===== config.mk =====
export PLATFORM = sky130hd
export DESIGN_NAME = dpi_call_initiator
export DESIGN_NICKNAME = d
export VERILOG_FILES = /design/src/rtl/dpi_call_initiator.sv
export SDC_FILE = /design/constraint.sdc
export NUM_CORES = 1
export LEC_CHECK = 0
export BUFFER_PORTS_ARGS = -buffer_cell sky130_fd_sc_hd__buf_2
export CORE_ASPECT_RATIO = 1.5
export CORE_MARGIN = 3
export CORE_UTILIZATION = 40
export DETAILED_ROUTE_END_ITERATION = 7
export PLACE_DENSITY = 0.74
export SYNTH_ARGS = -nofsm -noshare
export SYNTH_HDL_FRONTEND = slang
export SYNTH_SLANG_ARGS = --single-unit

===== constraint.sdc =====
create_clock -name clk -period 1.9 [get_ports clk]
set_input_delay 0.095 -clock clk [delete_from_list [all_inputs] [get_ports clk]]
set_output_delay 0.095 -clock clk [all_outputs]
set_load 0.01 [all_outputs]

===== src/rtl/dpi_call_initiator.sv =====
// dpi_call_initiator: issues selector+argument calls to the host bridge, waits for
// the tagged result (or a timeout) and hands it back to local logic.
//  clk, rst_n                       clock, asynchronous active-low reset
//  call_valid/ready, call_fn/arg    local call request (accepted only in IDLE)
//  ret_valid/ready, ret_data/err    result back to local side (err = timed out)
//  hreq_valid/ready, hreq_fn/tag/arg  request to host bridge
//  hrsp_valid, hrsp_tag/data        host response strobe, no backpressure
//  busy                             call in flight
//  stale_cnt                        dropped responses, saturating at 255
module dpi_call_initiator #(
  parameter int DATA_W  = 32,
  parameter int FN_W    = 4,
  parameter int TAG_W   = 4,
  parameter int TIMEOUT = 1000
) (
  input  logic              clk,
  input  logic              rst_n,
  input  logic              call_valid,
  output logic              call_ready,
  input  logic [FN_W-1:0]   call_fn,
  input  logic [DATA_W-1:0] call_arg,
  output logic              ret_valid,
  input  logic              ret_ready,
  output logic [DATA_W-1:0] ret_data,
  output logic              ret_err,
  output logic              hreq_valid,
  input  logic              hreq_ready,
  output logic [FN_W-1:0]   hreq_fn,
  output logic [TAG_W-1:0]  hreq_tag,
  output logic [DATA_W-1:0] hreq_arg,
  input  logic              hrsp_valid,
  input  logic [TAG_W-1:0]  hrsp_tag,
  input  logic [DATA_W-1:0] hrsp_data,
  output logic              busy,
  output logic [7:0]        stale_cnt
);
  localparam int TMR_W = $clog2(TIMEOUT + 1);
  typedef enum logic [1:0] {S_IDLE, S_ISSUE, S_WAIT, S_DONE} state_t;
  state_t state, state_nxt;
  logic [TMR_W-1:0] timer;
  logic hit, expire;
  // hit is only meaningful in WAIT; hreq_tag doubles as the current-call tag
  assign hit    = hrsp_valid && (hrsp_tag == hreq_tag);
  // timer counts completed WAIT cycles, so this is the TIMEOUT-th WAIT cycle
  assign expire = timer == TMR_W'(TIMEOUT - 1);
  assign call_ready = state == S_IDLE;
  assign hreq_valid = state == S_ISSUE;
  assign ret_valid  = state == S_DONE;
  assign busy       = state != S_IDLE;
  always_ff @(posedge clk or negedge rst_n)
    if (!rst_n) state <= S_IDLE;
    else        state <= state_nxt;
  always_comb begin
    state_nxt = state;
    case (state)
      S_IDLE:  state_nxt = call_valid     ? S_ISSUE : S_IDLE;
      S_ISSUE: state_nxt = hreq_ready     ? S_WAIT  : S_ISSUE;
      S_WAIT:  state_nxt = hit || expire  ? S_DONE  : S_WAIT;
      S_DONE:  state_nxt = ret_ready      ? S_IDLE  : S_DONE;
      default: state_nxt = S_IDLE;
    endcase
  end
  always_ff @(posedge clk or negedge rst_n)
    if (!rst_n) begin
      hreq_fn   <= '0;
      hreq_arg  <= '0;
      hreq_tag  <= '0;
      timer     <= '0;
      ret_data  <= '0;
      ret_err   <= 1'b0;
      stale_cnt <= '0;
    end else begin
      if (state == S_IDLE && call_valid) begin
        hreq_fn  <= call_fn;
        hreq_arg <= call_arg;
      end
      if (state == S_ISSUE && hreq_ready) timer <= '0;
      if (state == S_WAIT) begin
        timer <= timer + 1'b1;
        // a match in the expiry cycle takes priority over the timeout
        if (hit) begin
          ret_data <= hrsp_data;
          ret_err  <= 1'b0;
        end else if (expire) begin
          ret_data <= '0;
          ret_err  <= 1'b1;
        end
      end
      if (state == S_DONE && ret_ready) hreq_tag <= hreq_tag + 1'b1;
      if (hrsp_valid && !(state == S_WAIT && hit) && stale_cnt != 8'hff)
        stale_cnt <= stale_cnt + 8'd1;
    end
endmodule


# == Yosys cells after proc, flatten, opt, wreduce, memory -nomap -nowiden ==
# Cells that the tools add are included.
# word_totals
register_bits,93
latch_bits,0
mem_bits_rw,0
rom_bits,0
in_bits,78
output_inout_bits,85
elab_cells,42
mem_count,0
# classes
add_sub_neg,3
n_mul,0
n_div,0
magnitude_cmp,0
eq_ne,6
n_shift,0
mux,11
n_bitwise,0
n_reduce_logical,14
# op_table
operator,n
2-to-1 mux 32 bit,2
2-to-1 mux 10 bit,2
adder 10 x 1 -> 10 bit (second input constant),1
equality test 10 bit (second input constant),1
adder 8 x 1 -> 8 bit (second input constant),1
!= test 8 bit (second input constant),1
case mux 2 bit (4 select lines),1
logical AND 1 bit,7
nonzero test 2 bit,3
adder 4 x 1 -> 4 bit (second input constant),1
equality test 2 bit (second input constant),2
equality test 4 bit,1
2-to-1 mux 1 bit,4
2-to-1 mux 2 bit,2
equality test 2 x 1 -> 1 bit (second input constant),1
logical NOT 2 bit,1
AND reduction 2 bit,1
logical NOT 1 bit,1
logical OR 1 bit,1

# == Logic depth before layout (Yosys ltp) ==
# logic_depth
word_depth,6
ltp_mapped,7
ltp_nobuf,5

# == Worst setup path before layout ==
# OpenSTA, ideal clock, no wires.
# synth_timing
path_type,flip-flop to flip-flop
startpoint,register state[1]
endpoint,register hreq_arg[3]
setup_time_ps,125
arrival_ps,1545
required_ps,1775
path_slack_ps,230
path_stages_with_launch,8
path_buffers,3
period_less_slack_ps,1670
cell_sequence,dfrtp_1 buf_6 or2_4 inv_2 and2_4 buf_6 buf_6 mux2_2
# synth_via
elab_chain_cells,2
# synth_lines
item,line_no,rtl
start: declaration,39,"state_t state, state_nxt;"
start signal: assignment,52,else state <= state_nxt;
logical NOT 2 bit,-,
via call_ready,19,"output logic call_ready,"
logical AND 1 bit,73,if (state == S_IDLE && call_valid) begin
end signal: assignment,75,hreq_arg <= call_arg;
end: declaration,30,"output logic [DATA_W-1:0] hreq_arg,"
# The timed path passes the listed nets, and every way through them passes these cells.
# A chain may end at the register's enable or synchronous reset.

# == Worst setup path in the final report ==
# layout_timing
startpoint,register state[0]
endpoint,register hreq_arg[2]
# layout_via
elab_chain_cells,2
# layout_lines
item,line_no
logical NOT 2 bit,73
logical AND 1 bit,73
# Every way passes these cells.

==> flow_metrics.env <==
export IMPL_yosys_top_cells_area="dfrtp_1, o31ai_2, mux2_2"
export IMPL_path_cells="or2_4, inv_2, and2_4, mux2_1"
export IMPL_insertion_delay_ns=0.33
export IMPL_hold_viol=0
export IMPL_synth_edf_count=0
export IMPL_slew_headroom=0.6690
export IMPL_min_period_ns=1.724
export IMPL_fmax_mhz=580.1
export IMPL_grt_antenna_before_repair=0
export IMPL_dp_cells=631
export IMPL_fin_crit_sh=0.9073
export IMPL_seq_area_frac_synth=0.5458
export IMPL_status="finished clean"
export IMPL_numCtsBuffers=9
export IMPL_crit_required_ns=2.11
export IMPL_fill_cells=857
export IMPL_stdcell_count=695
export IMPL_multi_input_area_sq_um=1627
export IMPL_start_util=0.4161
export IMPL_tns_ns=0
export IMPL_synth_common_cells="dfrtp_1, nand3_1, inv_1, o31ai_2, mux2_2"
export IMPL_via_count=3395
export IMPL_final_util=0.5812
export IMPL_grt_overflow_total=0
export IMPL_ir_drop_mv=0.6399
export IMPL_grt_max_degree=46
export IMPL_slowest_delay_ns=0.45
export IMPL_clock_sinks=93
export IMPL_rows=45
export IMPL_drt_initial_drc_count=203
export IMPL_cts_root_buf="clkbuf_16"
export IMPL_htreeDepth=3
export IMPL_setup_viol=0
export IMPL_register_area_sq_um=2327
export IMPL_tightest_slew_ns=0.4931
export IMPL_ys_warn_count=0
export IMPL_synth_most_common_cell="dfrtp_1"
export IMPL_nNetsFinal=630
export IMPL_post_cts_buffers=0
export IMPL_detailedPlace_worstSlack_ns=0.1936
export IMPL_hold_class="in -> reg"
export IMPL_cts_hold_buf=48
export IMPL_drive_gt1_frac=0.4495
export IMPL_arrival_ns=1.93
export IMPL_netlist_instances=341
export IMPL_grt_pass1_vias=3390
export IMPL_skew_ns=0.008817
export IMPL_io_buffers=162
export IMPL_area_growth_pct=39.67
export IMPL_yosys_most_used_dff="dfrtp_1"
export IMPL_synthArstFlopShare=1.000
export IMPL_dp_final_hpwl_um=7011
export IMPL_syn_mean_instance_area_sq_um=12.50
export IMPL_wl_per_cell_um=15.03
export IMPL_yosysUniqueCellTypes=42
export IMPL_antenna_left=0
export IMPL_remaining_drc_errors=0
export IMPL_cap_violations=0
export IMPL_track_usage=0.1756
export IMPL_startpoint_type="register"
export IMPL_cp_slowest_cell="and2_4"
export IMPL_power_leakage_uw=0.002879
export IMPL_syn_num_nets=422
export IMPL_setup_ws_ns=0.1762
export IMPL_synth_top_cell_area_share=0.5458
export IMPL_finalWirelength_um=10450
export IMPL_clockBufferDepth=2
export IMPL_die_w_um=90.30
export IMPL_drtPass1Iterations=4
export IMPL_cts_tree="built"
export IMPL_ys_ff_latch=93
export IMPL_grt_pass1_wl_um=17160
export IMPL_crit_path_max_fanout=37
export IMPL_setup_worst_path_end_class="register"
export IMPL_gp_congestion=0.7876
export IMPL_die_y_um=132.5
export IMPL_yosys_area_top_type="dfrtp_1"
export IMPL_cts_resized_gates=0
export IMPL_clk_pin_slew_worst_paths_ns=0.07
export IMPL_routed_via_density=4.885
export IMPL_power_density_nw_per_um2=1480
export IMPL_path_class="reg -> reg"
export IMPL_synth_area_sq_um=4264
export IMPL_fp_coreArea_sq_um=10250
export IMPL_antennaDiodeCount=0
export IMPL_finalMaxSlewViolations=0
export IMPL_rsz0062_at_grt="no"
export IMPL_io_pins=163
export IMPL_dieArea_sq_um=11960
[placed cells by master (no fill, tap or decap), drive strengths merged]
| cell | Yosys | layout |
|---|---|---|
| buf | 21 | 171 |
| dfrtp | 93 | 93 |
| dlygate4sd3 | 0 | 48 |
| nand3 | 41 | 41 |
| mux2 | 38 | 38 |
| inv | 34 | 37 |
| o31ai | 33 | 33 |
| xor2 | 12 | 12 |
| nand2 | 11 | 11 |
| clkbuf | 1 | 10 |
| o21ai | 8 | 8 |
| nor2 | 5 | 5 |
| and2 | 5 | 5 |
| and3 | 4 | 4 |
| mux2i | 3 | 3 |
| xnor2 | 3 | 3 |
| nand4 | 3 | 3 |
| a211oi | 3 | 3 |
| ha | 3 | 3 |
| a21oi | 3 | 3 |
| clkinv | 0 | 3 |
| nand4b | 2 | 2 |
| nor3 | 2 | 2 |
| a2111oi | 2 | 2 |
| nor2b | 2 | 2 |
| or2 | 1 | 1 |
| nand4bb | 1 | 1 |
| a2111o | 1 | 1 |
| nand3b | 1 | 1 |
| nand2b | 1 | 1 |
| a31oi | 1 | 1 |
| o211ai | 1 | 1 |
| o311ai | 1 | 1 |
| o41ai | 1 | 1 |
[final cells by class]
| class | count | share of cell area |
|---|---|---|
| clock buffer | 10 | 0.03845 |
| clock inverter | 6 | 0.007563 |
| inverter | 34 | 0.02143 |
| multi-input combinational | 192 | 0.2731 |
| sequential | 93 | 0.3908 |
| tap | 141 | 0.02962 |
| timing repair buffer | 219 | 0.2391 |
[registers in the layout, indices dropped and copies added (netlist names)]
register,flops
ret_err,1
stale_cnt,8
ret_data,32
hreq_tag,4
hreq_arg,32
state,2
timer,10
hreq_fn,4
[worst paths after layout]
path | start | endpoint | slack (ns) | cells after the start
max | state[0] | hreq_arg[2] | 0.18 | 4
min | call_arg[3] | hreq_arg[3] | 0.002 | 2
max reg2reg | state[0] | hreq_arg[2] | 0.18 | 4
min reg2reg | hreq_arg[20] | hreq_arg[20] | 0.48 | 1
max in group asynchronous | rst_n | timer[7] | 1.02 | 3
min in group asynchronous | rst_n | hreq_arg[0] | 0.27 | 2
[metrics by stage]
step / power, uW / hold WS [ns] / area (sq um)
5_1_grt: 9415 / 0.005215 / 5956
3_5_place_dp: 7125 / 0.08489 / 5201
4_1_cts: 8890 / 0.00001898 / 5956
3_3_place_gp: 6979 / 0.07913 / 5201
6_report: 8817 / 0.001899 / 5956
2_1_floorplan: 5723 / -0.2006 / 4264
[layer usage]
metal,up-vias,GRT usage,share of wire
met2,133,0.2852,0.49
li1,1608,-,-
met1,1641,0.2301,0.43
met4,0,0.06474,0.017
met5,-,0,0
met3,13,0.04039,0.060
[worst max-delay path, delay by kind of cell (launching register included)]
kind	cells	cell delay [ns]
buf+inv	1	0.05
flops	1	0.44
mux	1	0.39
simple gates	2	0.71
[kinds of logic (layout without fill, tap and decap cells)]
| family | after synthesis | in the layout | share of synthesized area |
|---|---|---|---|
| AO/OA/AOI/OAI | 54 | 54 | 0.1282 |
| XOR/XNOR | 15 | 15 | 0.03081 |
| adder cells (fa/ha/maj) | 3 | 3 | 0.008804 |
| buffers and inverters | 56 | 269 | 0.07306 |
| flip-flops | 93 | 93 | 0.5458 |
| multiplexers | 41 | 41 | 0.1074 |
| AND/OR/NAND/NOR | 79 | 79 | 0.1059 |
[power breakdown]
| group | switching, uW | internal, uW | total, uW |
|---|---|---|---|
| combinational | 1820 | 1810 | 3630 |
| clock | 752 | 899 | 1650 |
| sequential | 624 | 2910 | 3540 |
| total | 3200 | 5620 | 8820 |
Note: power is estimated with default switching activity, not from simulation.
